### src/rtl/uart_rx_pkg.sv
// Shared types and helpers for the Rx bit sampling path.
// Used by rx_bit_sampler and its vote sub-block.
package uart_rx_pkg;

  typedef enum logic {
    IDLE   = 1'b0,
    ACTIVE = 1'b1
  } state_e;

  localparam int MIN_DIVISOR = 4;

  function automatic logic maj3(
    input logic a,
    input logic b,
    input logic c
  );
    return (a & b) | (a & c) | (b & c);
  endfunction

endpackage

### src/rtl/rx_sample_vote.sv
// Captures three samples around a bit midpoint and votes them.
// Enables come from the parent's counter matches.
module rx_sample_vote
  import uart_rx_pkg::*;
#(
  parameter int MAJORITY = 1
) (
  input  logic clk,
  input  logic reset,
  input  logic clear_i,
  input  logic en0_i,
  input  logic en1_i,
  input  logic en2_i,
  input  logic rx_i,
  output logic vote_o
);

  logic s0_q;
  logic s1_q;
  logic s2_q;

  always_ff @(posedge clk) begin
    if (reset || clear_i) begin
      s0_q <= 1'b0;
      s1_q <= 1'b0;
      s2_q <= 1'b0;
    end else begin
      if (en0_i) s0_q <= rx_i;
      if (en1_i) s1_q <= rx_i;
      if (en2_i) s2_q <= rx_i;
    end
  end

  assign vote_o = (MAJORITY != 0) ? maj3(s0_q, s1_q, s2_q)
                                  : s2_q;

endmodule

### src/rtl/rx_bit_sampler.sv
// Per-frame bit-period timer and sampling strobe for the UART Rx.
// Idles between frames; divisor latched on each accepted start.
module rx_bit_sampler
  import uart_rx_pkg::*;
#(
  parameter int DIV_W      = 16,
  parameter int FRAME_BITS = 10,
  parameter int MAJORITY   = 1,
  parameter int IDX_W      = $clog2(FRAME_BITS)
) (
  input  logic             clk,
  input  logic             reset,
  input  logic             start_detected,
  input  logic             rx_sync,
  input  logic [DIV_W-1:0] divisor,
  output logic             sample_strobe,
  output logic             sampled_bit,
  output logic [IDX_W-1:0] bit_index,
  output logic             frame_done,
  output logic             framing_error,
  output logic             false_start,
  output logic             divisor_error
);

  state_e           state_q;
  logic [DIV_W-1:0] cnt_q;
  logic [DIV_W-1:0] cnt_d;
  logic [DIV_W-1:0] div_q;
  logic [IDX_W-1:0] idx_q;
  logic             strobe_q;
  logic             div_err_q;

  logic active;
  logic load;
  logic hit0;
  logic hit1;
  logic hit2;
  logic first_bit;
  logic last_bit;
  logic stop;
  logic vote;

  assign active    = (state_q == ACTIVE);
  assign hit2      = active && (cnt_q == div_q - DIV_W'(1));
  assign hit1      = active && (cnt_q == div_q - DIV_W'(2));
  assign hit0      = active && (cnt_q == div_q - DIV_W'(3));
  assign cnt_d     = hit2 ? '0 : cnt_q + DIV_W'(1);
  assign load      = !active && start_detected
                  && (divisor >= DIV_W'(MIN_DIVISOR));
  assign first_bit = (idx_q == '0);
  assign last_bit  = (idx_q == IDX_W'(FRAME_BITS - 1));
  assign stop      = strobe_q && ((first_bit && vote) || last_bit);

  rx_sample_vote #(
    .MAJORITY(MAJORITY)
  ) u_vote (
    .clk     (clk),
    .reset   (reset),
    .clear_i (load),
    .en0_i   (hit0),
    .en1_i   (hit1),
    .en2_i   (hit2),
    .rx_i    (rx_sync),
    .vote_o  (vote)
  );

  always_ff @(posedge clk) begin
    if (reset) begin
      state_q   <= IDLE;
      cnt_q     <= '0;
      div_q     <= '0;
      idx_q     <= '0;
      strobe_q  <= 1'b0;
      div_err_q <= 1'b0;
    end else begin
      strobe_q  <= 1'b0;
      div_err_q <= 1'b0;
      unique case (state_q)
        IDLE: begin
          cnt_q <= '0;
          if (load) begin
            div_q   <= divisor;
            // first wrap lands half a bit after the start edge
            cnt_q   <= (divisor >> 1) + DIV_W'(1);
            idx_q   <= '0;
            state_q <= ACTIVE;
          end else if (start_detected) begin
            div_err_q <= 1'b1;
          end
        end
        ACTIVE: begin
          cnt_q    <= cnt_d;
          strobe_q <= hit2;
          if (strobe_q) idx_q <= idx_q + IDX_W'(1);
          if (stop) begin
            state_q <= IDLE;
            cnt_q   <= '0;
            idx_q   <= '0;
          end
        end
        default: state_q <= IDLE;
      endcase
    end
  end

  assign sample_strobe = strobe_q;
  assign sampled_bit   = strobe_q & vote;
  assign bit_index     = idx_q;
  assign frame_done    = strobe_q & last_bit;
  assign framing_error = strobe_q & last_bit & ~vote;
  assign false_start   = strobe_q & first_bit & vote;
  assign divisor_error = div_err_q;

`ifdef FORMAL
  logic [DIV_W-1:0] gap_q;
  logic             seen_q;
  logic             prev_stb_q;

  always_ff @(posedge clk) begin
    prev_stb_q <= reset ? 1'b0 : strobe_q;
    if (reset || !active) begin
      gap_q  <= '0;
      seen_q <= 1'b0;
    end else begin
      gap_q <= strobe_q ? DIV_W'(1) : gap_q + DIV_W'(1);
      if (strobe_q) seen_q <= 1'b1;
    end
    if (!reset) begin
      if (active) assert (cnt_q < div_q);
      assert (!(strobe_q && prev_stb_q));
      if (active && strobe_q && seen_q) assert (gap_q == div_q);
    end
  end
`endif

endmodule

### config.mk
export PLATFORM = sky130hd
export DESIGN_NAME = rx_bit_sampler
export DESIGN_NICKNAME = d
export VERILOG_FILES = /design/src/rtl/uart_rx_pkg.sv /design/src/rtl/rx_sample_vote.sv /design/src/rtl/rx_bit_sampler.sv
export SDC_FILE = /design/constraint.sdc
export NUM_CORES = 1
export LEC_CHECK = 0
export CAP_MARGIN = 40
export CORE_UTILIZATION = 30
export CTS_BUF_LIST = sky130_fd_sc_hd__clkbuf_2 sky130_fd_sc_hd__clkbuf_4 sky130_fd_sc_hd__clkbuf_8
export DETAILED_ROUTE_END_ITERATION = 10
export GPL_ROUTABILITY_DRIVEN = 0
export PLACE_DENSITY = 0.44
export SLEW_MARGIN = 10
export SYNTH_ARGS = -nofsm -noshare
export SYNTH_HDL_FRONTEND = slang
export SYNTH_SLANG_ARGS = --single-unit
### constraint.sdc
create_clock -name clk -period 5.7 [get_ports clk]
set_input_delay 1.71 -clock clk [delete_from_list [all_inputs] [get_ports clk]]
set_output_delay 1.71 -clock clk [all_outputs]
set_load 0.01 [all_outputs]
# After elaboration in Yosys (flattened, before gate mapping)
# Cells that the tools add are included.
# totals
regBits,42
in_bits,20
out_inout_bits,10
elab_cells,61
# classes
n_addsub,6
n_lt_le_gt_ge,1
eq_ne,6
mux,12
bitwise,12
n_reduce_logical,15
# ops
op,n
$eq A16 B16 Y1,3
$mux W16,3
$pmux W16 S2,1
$sub A16 B2 Y16 const B,2
$add A15 B1 Y16 const B,1
$add A16 B1 Y16 const B,1
$ge A16 B3 Y1 const B,1
$sub A16 B1 Y16 const B,1
$mux W4,3
$and A1 B1 Y1,8
$pmux W4 S2,1
$logic_and A1 B1 Y1,7
$add A4 B1 Y4 const B,1
$eq A4 B4 Y1 const B,1
$logic_not A4 Y1,1
$reduce_and A2 Y1,2
$mux W1,3
$ne A3 B1 Y1 const B,1
$reduce_or A3 Y1,1
$logic_or A1 B1 Y1,2
$ne A2 B1 Y1 const B,1
$not A1 Y1,2
$or A1 B1 Y1,2
$pmux W1 S2,1
2 further kinds,2

# Depth between registers and ports, before layout
# Gate-level depths: netlist (run 1).
# depth
ltp_word,8
mapped_depth,11
mapped_depth_nobuf,8

# By module
# A second synthesis (run 1) with hierarchy kept.
# unflattened
hier_cells,433
area_unflattened_um2,3221.8
# by_module_without_submodules
mod,n_inst,cells_each,area_per_inst_um2
rx_bit_sampler,1,423,3105.5
rx_sample_vote,1,10,116.4

# Worst setup path before layout (run 1)
# No wires, ideal clock.
# synth_timing
path_kind,input-to-reg
start,in divisor[6]
end,"reg idx_q[3], in the netlist bit_index[3]"
setup_ns,0.115
arrival_time_ns,3.037
required_ns,5.585
setup_slack_ns,2.548
cell_stages,7
n_path_buf,1
cell_sequence,nor4_1 nand4_1 nand3b_1 buf_1 a21oi_1 xnor2_1 nor2_1
# synth_between
elab_chain_cells,4
# synth_lines
item,line,source
start: declaration,rx_bit_sampler.sv:15,"input logic [DIV_W-1:0] divisor,"
$ge A16 B3 Y1,rx_bit_sampler.sv:49,&& (divisor >= DIV_W'(MIN_DIVISOR));
$logic_and A1 B1 Y1,rx_bit_sampler.sv:49,
$ne A2 B1 Y1 (no line),-,
$reduce_and A2 Y1 (no line),-,
end signal: assignment,rx_bit_sampler.sv:94,if (strobe_q) idx_q <= idx_q + IDX_W'(1);
end: declaration,rx_bit_sampler.sv:29,logic [IDX_W-1:0] idx_q;
# No other way between the ends.
# A chain may end at the register's enable or synchronous reset.

# Worst setup path in the final report (run 1)
# layout_timing
start,in divisor[4]
end,reg div_q[3]
# layout_between
elab_chain_cells,3
# layout_lines
item,line,source
$ge A16 B3 Y1,rx_bit_sampler.sv:49,
$logic_and A1 B1 Y1,rx_bit_sampler.sv:49,
$reduce_and A2 Y1 (no line),-,
end signal: assignment,rx_bit_sampler.sv:82,div_q <= divisor;
end: declaration,rx_bit_sampler.sv:28,logic [DIV_W-1:0] div_q;
# No other way between the ends.

==> results of run 1 <==
## how the worst max path moves through the flow
stage                   end  slack (ns)       start  depth (start not counted)
6_report           div_q[3]        1.92  divisor[4]                          7
3_5_place_dp       div_q[3]        1.57  divisor[4]                          7
4_1_cts            div_q[3]        1.90  divisor[4]                          7
3_3_place_gp       div_q[0]        1.65  divisor[4]                          7
2_1_floorplan  bit_index[3]        2.55  divisor[6]                          7
5_1_grt            div_q[9]        1.77  divisor[4]                          7
## power by group through the flow
stage,registers [mW],clock network [mW],logic [mW]
global placement,0.356,0,0.252
CTS,0.349,0.214,0.255
detailed placement,0.356,0,0.254
floorplan,0.326,0,0.211
finish,0.349,0.205,0.255
global route,0.353,0.227,0.283
## final cells by class
class | count | area share
multi-input combinational | 335 | 0.619
tap | 140 | 0.0455
clock buffer | 7 | 0.0234
inverter | 11 | 0.0107
timing repair buffer | 32 | 0.0816
sequential | 42 | 0.218
clock inverter | 1 | 0.00130
## cells in the mapped netlist (2+ instances only)
master     number
buf_2           3
a211oi_1        4
buf_1           4
buf_4           3
nor4b_1         3
nand2_1        22
xnor2_1        34
nand2b_1        5
o21ai_0        10
or4_1           4
nor4_4          2
ha_1            9
nor4_1         11
nor2b_1         3
a211o_1         2
a32oi_1         3
buf_6           2
or3b_1          2
clkbuf_1       19
and4_1          4
nor3_1          8
mux2i_1        19
a2111oi_0       3
nand3b_1        2
nand4_1        12
o211ai_1        3
or3_1           5
nand3_1        20
and3_1         10
o22ai_1        17
a311oi_1        2
dfxtp_1        42
nor2_1         40
a31oi_1         2
a21o_1          3
a21oi_1         9
xor2_1         30
a21boi_0        2
nor4_2          2
inv_1          11
nor3b_1         5
or2_2           4
## metal layers
metal | wire, µm | vias to the layer above | GRT usage
met5 | 0 | - | 0
met2 | 4270 | 42 | 0.268
met3 | 310 | 14 | 0.0257
li1 | - | 1549 | -
met1 | 4750 | 1446 | 0.242
met4 | 218 | 0 | 0.0589
## worst max-delay path, stage by stage
cell and delay, ns:
clkdlybuf4s50_1 0.52, nor4_1 0.43, nand4_1 0.18, nand3b_1 0.47, buf_4 0.34, mux2i_1 0.21
nor2_1 0.06
## cells by family (layout without fill, tap and decap cells)
kind of cell / after synthesis / after routing
buffers and inverters: 42 / 51
adders and majority gates: 10 / 10
muxes: 19 / 19
and+or+nand+nor: 168 / 168
AOI/OAI and AO/OA: 74 / 74
DFF: 42 / 42
xor gates and xnor gates: 64 / 64
## per-stage QoR
stage	worst slack, ns	power (mW)	hold WS, ns	utilization	cell area (µm²)
after floorplan	2.55	0.537	0.439	-	3410
after global placement	1.65	0.608	0.454	0.342	3740
after detailed placement	1.57	0.610	0.457	0.343	3750
after CTS	1.90	0.818	0.467	0.352	3850
after global routing	1.77	0.864	0.481	0.352	3850
final	1.92	0.810	0.463	0.352	3850
==> results.yml, run 1 <==
status:
  outcome: "finished, final reports clean"
sta:
  maxSlewHeadroom: 0.425
  max_freq_mhz: 265
  max_slew.worst_pin.slew_ns: 0.860
  post-route-min-period_ns: 3.78
  unrepaired_setup_endpoints_after_global_routing: "false"
  setup_violations: 0
  timing.final.max_slew_violations: 0
  period_share: 0.663
  hold_fails_final_rpt: 0
  finClkSkew_ns: 0.00919
  setup_tns_after_final_layout_ns: 0
hold_path:
  worst_hold_path.endpoint: "u_vote.s2_q"
  whs_path_depth: 2
  hold_start: "u_vote.s2_q"
  timing.hold.worst.class: "register to register"
synthesis:
  synth-simple-area-share: 0.282
  ys_ff_latch: 42
  synth_ff_type: "dfxtp_1"
  dominant_combinational_cell_family_by_area_after_synthesis: "simple AND/OR/NAND/NOR gates"
  synth.cell_area_um2: 3410
  top_cell_type_by_total_area_after_synthesis: "dfxtp_1"
  yosys_warnings: 0
  synth_fp_nets: 448
  synth.lib_cells_used.distinct: 61
  syn_avg_cell_area_um2: 8.14
  dominant_cells_by_area_after_synthesis: "dfxtp_1 25%, xnor2_1 8.7%, xor2_1 7.7%, mux2i_1 5.6%, nor2_1 4.4%"
  synth-seq-area-share: 0.247
  synth_top_cell_area_share: 0.247
  async_flop_share: 0
  post_synth_mux_area_share: 0.0558
  synth_compound_gate_area_share: 0.160
  syn_inst: 419
  synth-xor-area-share: 0.164
  post_synthesis_adder_cell_area_fraction: 0.0360
  synth_edf_count: 0
floorplanning:
  die-height_um: 109
  die_area_um2: 11800
  design.portCount: 30
  placeableCoreArea_um2: 10900
  initial_core_util: 0.312
  die_w_um: 109
  core.rowCount: 38
cts:
  tritoncts: "done"
  postCtsHoldBufs: 0
  clk_pin_slew_worst_paths_ns: 0.08
  clock_sink_count: 42
  cts_max_level: 2
  cts_repair_resize_count: 0
  cts_inserted_buffers: 5
  clk_path_buf_depth: 2
  post-cts-setup-buffers: 0
  clkLatencyLatePin_ns: 0.30
  ctsRootBufferMaster: "clkbuf_8"
cells_and_area:
  layout_commonest_cell: "dfxtp_1"
  syn_to_final_growth_pct: 12.8
  layout.cells.most_common_list: "42 x dfxtp_1, 40 x nor2_1, 34 x xnor2_1, 30 x xor2_1, 29 x clkdlybuf4s50_1"
  diodes: 0
  fin_nets: 456
  layoutNonFillerInstCount: 568
  area_taken_by_multi_input_logic_gates_um2: 2380
  layout-drive-gt1-share: 0.0607
  seqCellArea_um2: 841
  fillers: 1181
power:
  cell_internal_pwr_uw: 527
  clockPowerShare: 0.254
  switching_power_uw: 283
  pwr-share-seq: 0.431
  power.density_cell_area_nw_per_um2: 210
  leakagePower_nw: 1.39
  power.share.switching: 0.349
  p_comb_frac: 0.315
  worst_ir_drop_vdd_mv: 0.0862
routing:
  detail_route.iter0.violations: 121
  routedWlPerCell_um: 16.8
  route.detailed.drc: 0
  via_count: 3051
  drt_first_pass_iters: 4
  drt-vias-per-instance: 5.37
  totalWireLength_um: 9540
  ant_nets: 0
setup_path:
  crit_required_ns: 5.85
  ff_to_ff_end: "cnt_q[4]"
  worst_setup_path_start_kind: "primary input"
  crit-reg2reg-launch: "div_q[2]"
  critical_path_arrival_ns: 3.93
  timing.reg2reg.setup_slack_ns: 2.28
  worst-path-max-fanout: 13
  criticalPathCategory: "primary input to register"
  critical_path.endpoint_type: "register"
  timing.reg2reg.worst_path_depth: 9
grt:
  vias_in_the_first_global_route: 2881
  grt_start_max_net_pins: 24
  track_usage: 0.173
  overflow: 0
  first_pass_grt_wire_length_um: 15600
  grt_antenna_before_repair: 0
place:
  io_buffers: 29
  hpwl_um: 7560
  placed_cells: 560
job:
  max_cap_violations: 0
Note: power is estimated with default switching activity, not from simulation.
==> run 2: changes to the inputs <==
Settings changed: PLACE_DENSITY 0.44 to 0.46.
Clock period 5.7 ns to 3.2 ns, I/O delays scaled along.
==> results.yml, run 2 (same netlist as run 1, synthesis figures left out) <==
setup_path:
  critPathTopFamily: "compound AO/OA/AOI/OAI gates"
  crit_path_max_incr_delay_ns: 0.61
  worst_setup_path_start_kind: "register"
  critical_path_arrival_ns: 3.17
  worst-path-max-fanout: 13
  bufs_and_invs_on_worst_path: 0
  timing.reg2reg.setup_slack_ns: 0.27
  crit-reg2reg-launch: "div_q[3]"
  cpMaxStageDelayCell: "a2111oi_0"
  critical-path-top-cell-by-count: "or3_1"
  timing.reg2reg.worst_path_depth: 6
  criticalPathCategory: "register to register"
  critical_path.cell_chain: "or3_1, or3_1, a2111oi_0, o2111ai_1, a211oi_1, mux2i_1"
  ff_to_ff_end: "u_vote.s1_q"
  critical_path.endpoint_type: "register"
  crit_required_ns: 3.44
sta:
  period_share: 0.916
  setup_violations: 0
  setup_tns_after_final_layout_ns: 0
  post-route-min-period_ns: 2.93
  hold_fails_final_rpt: 0
  finClkSkew_ns: 0.00428
  max_freq_mhz: 341
  timing.final.max_slew_violations: 0
  hold_ws_ns: 0.462
  max_slew.worst_pin.slew_ns: 0.902
  unrepaired_setup_endpoints_after_global_routing: "false"
  maxSlewHeadroom: 0.393
hold_path:
  timing.hold.worst.class: "register to register"
  whs_path_depth: 2
  worst_hold_path.endpoint: "u_vote.s1_q"
  hold_start: "u_vote.s1_q"
cells_and_area:
  utilization: 0.375
  layout.cells.most_common_list: "42 x dfxtp_1, 40 x nor2_1, 34 x xnor2_1, 32 x buf_4, 30 x xor2_1"
  fillers: 1141
  layoutNonFillerInstCount: 599
  seqCellArea_um2: 841
  fin_nets: 487
  layout-drive-gt1-share: 0.124
  layout_commonest_cell: "dfxtp_1"
  diodes: 0
  syn_to_final_growth_pct: 20.4
  area_taken_by_multi_input_logic_gates_um2: 2380
floorplanning:
  design.portCount: 30
  placeableCoreArea_um2: 10900
  die-height_um: 109
  core.rowCount: 38
  die_area_um2: 11800
  die_w_um: 109
  initial_core_util: 0.312
grt:
  first_pass_grt_wire_length_um: 15700
  vias_in_the_first_global_route: 2949
  grt_start_max_net_pins: 20
  grt_antenna_before_repair: 0
  overflow: 0
  track_usage: 0.175
routing:
  detail_route.iter0.violations: 154
  route.detailed.drc: 0
  via_count: 3203
  routedWlPerCell_um: 16.5
  drt-vias-per-instance: 5.35
  ant_nets: 0
  totalWireLength_um: 9900
  drt_first_pass_iters: 4
cts:
  cts_repair_resize_count: 0
  ctsRootBufferMaster: "clkbuf_8"
  cts_inserted_buffers: 5
  post-cts-setup-buffers: 0
  cts_max_level: 2
  clkLatencyLatePin_ns: 0.30
  clk_path_buf_depth: 2
  postCtsHoldBufs: 0
  clk_pin_slew_worst_paths_ns: 0.08
  clock_sink_count: 42
  tritoncts: "done"
power:
  worst_ir_drop_vdd_mv: 0.206
  leakagePower_nw: 1.55
  power.density_cell_area_nw_per_um2: 363
job:
  max_cap_violations: 0
place:
  hpwl_um: 7820
  placed_cells: 591
  io_buffers: 29
status:
  outcome: "finished, final reports clean"
run 2: changes by cell type in the layout (fill, tap and decap cells not counted):
cell | before | now
clkinvlp_4 | 0 | 1
buf_6 | 1 | 0
buf_2 | 1 | 0
clkbuf_4 | 1 | 0
buf_4 | 1 | 32
buf_12 | 0 | 2
run 2: routing by layer:
layer  up-vias  wire [µm]  GRT usage
met5         -          0          0
met4         0        350     0.0830
met3        23        349     0.0239
met2        80       4240      0.268
met1      1494       4960      0.243
li1       1606          -          -
run 2: report_power, final:
group          switching [mW]  internal, mW
combinational           0.274         0.239
clock                   0.196         0.174
sequential             0.0575         0.549
run 2: how the worst max path moves through the flow:
stage,start,endpoint,slack (ns),depth (start not counted)
2_1_floorplan,div_q[2],cnt_q[10],0.34,10
6_report,div_q[3],u_vote.s1_q,0.27,6
4_1_cts,div_q[3],u_vote.s1_q,0.30,6
3_3_place_gp,divisor[11],u_vote.s0_q,0.11,8
3_5_place_dp,divisor[11],u_vote.s1_q,0.08,8
5_1_grt,div_q[2],cnt_q[2],0.06,10
run 2: through the flow:
step                cell area, µm²  setup slack [ns]  power [mW]
global route                  4110            0.0564        1.58
global placement              4010             0.115        1.13
detailed placement            4010            0.0844        1.13
CTS                           4110             0.304        1.50
floorplan                     3410             0.339       0.956
finish                        4110             0.268        1.49
run 2: cell type report:
type	instances	area share
Tap cell	140	0.0427
Sequential cell	42	0.205
Multi-Input combinational cell	335	0.580
Clock inverter	2	0.00305
Clock buffer	6	0.0201
Inverter	11	0.0101
Timing Repair Buffer	63	0.139
run 2: worst min-delay path, cell delays in order (launching register included):
cell and delay, ns:
dfxtp_1 0.32, nand2_1 0.05, mux2i_1 0.05
==> run 3: changes to the inputs <==
Settings changed: GPL_ROUTABILITY_DRIVEN 0 to 1.
==> results of run 3 <==
Same layout as run 2: the final DEF is identical, and so are final timing and power.
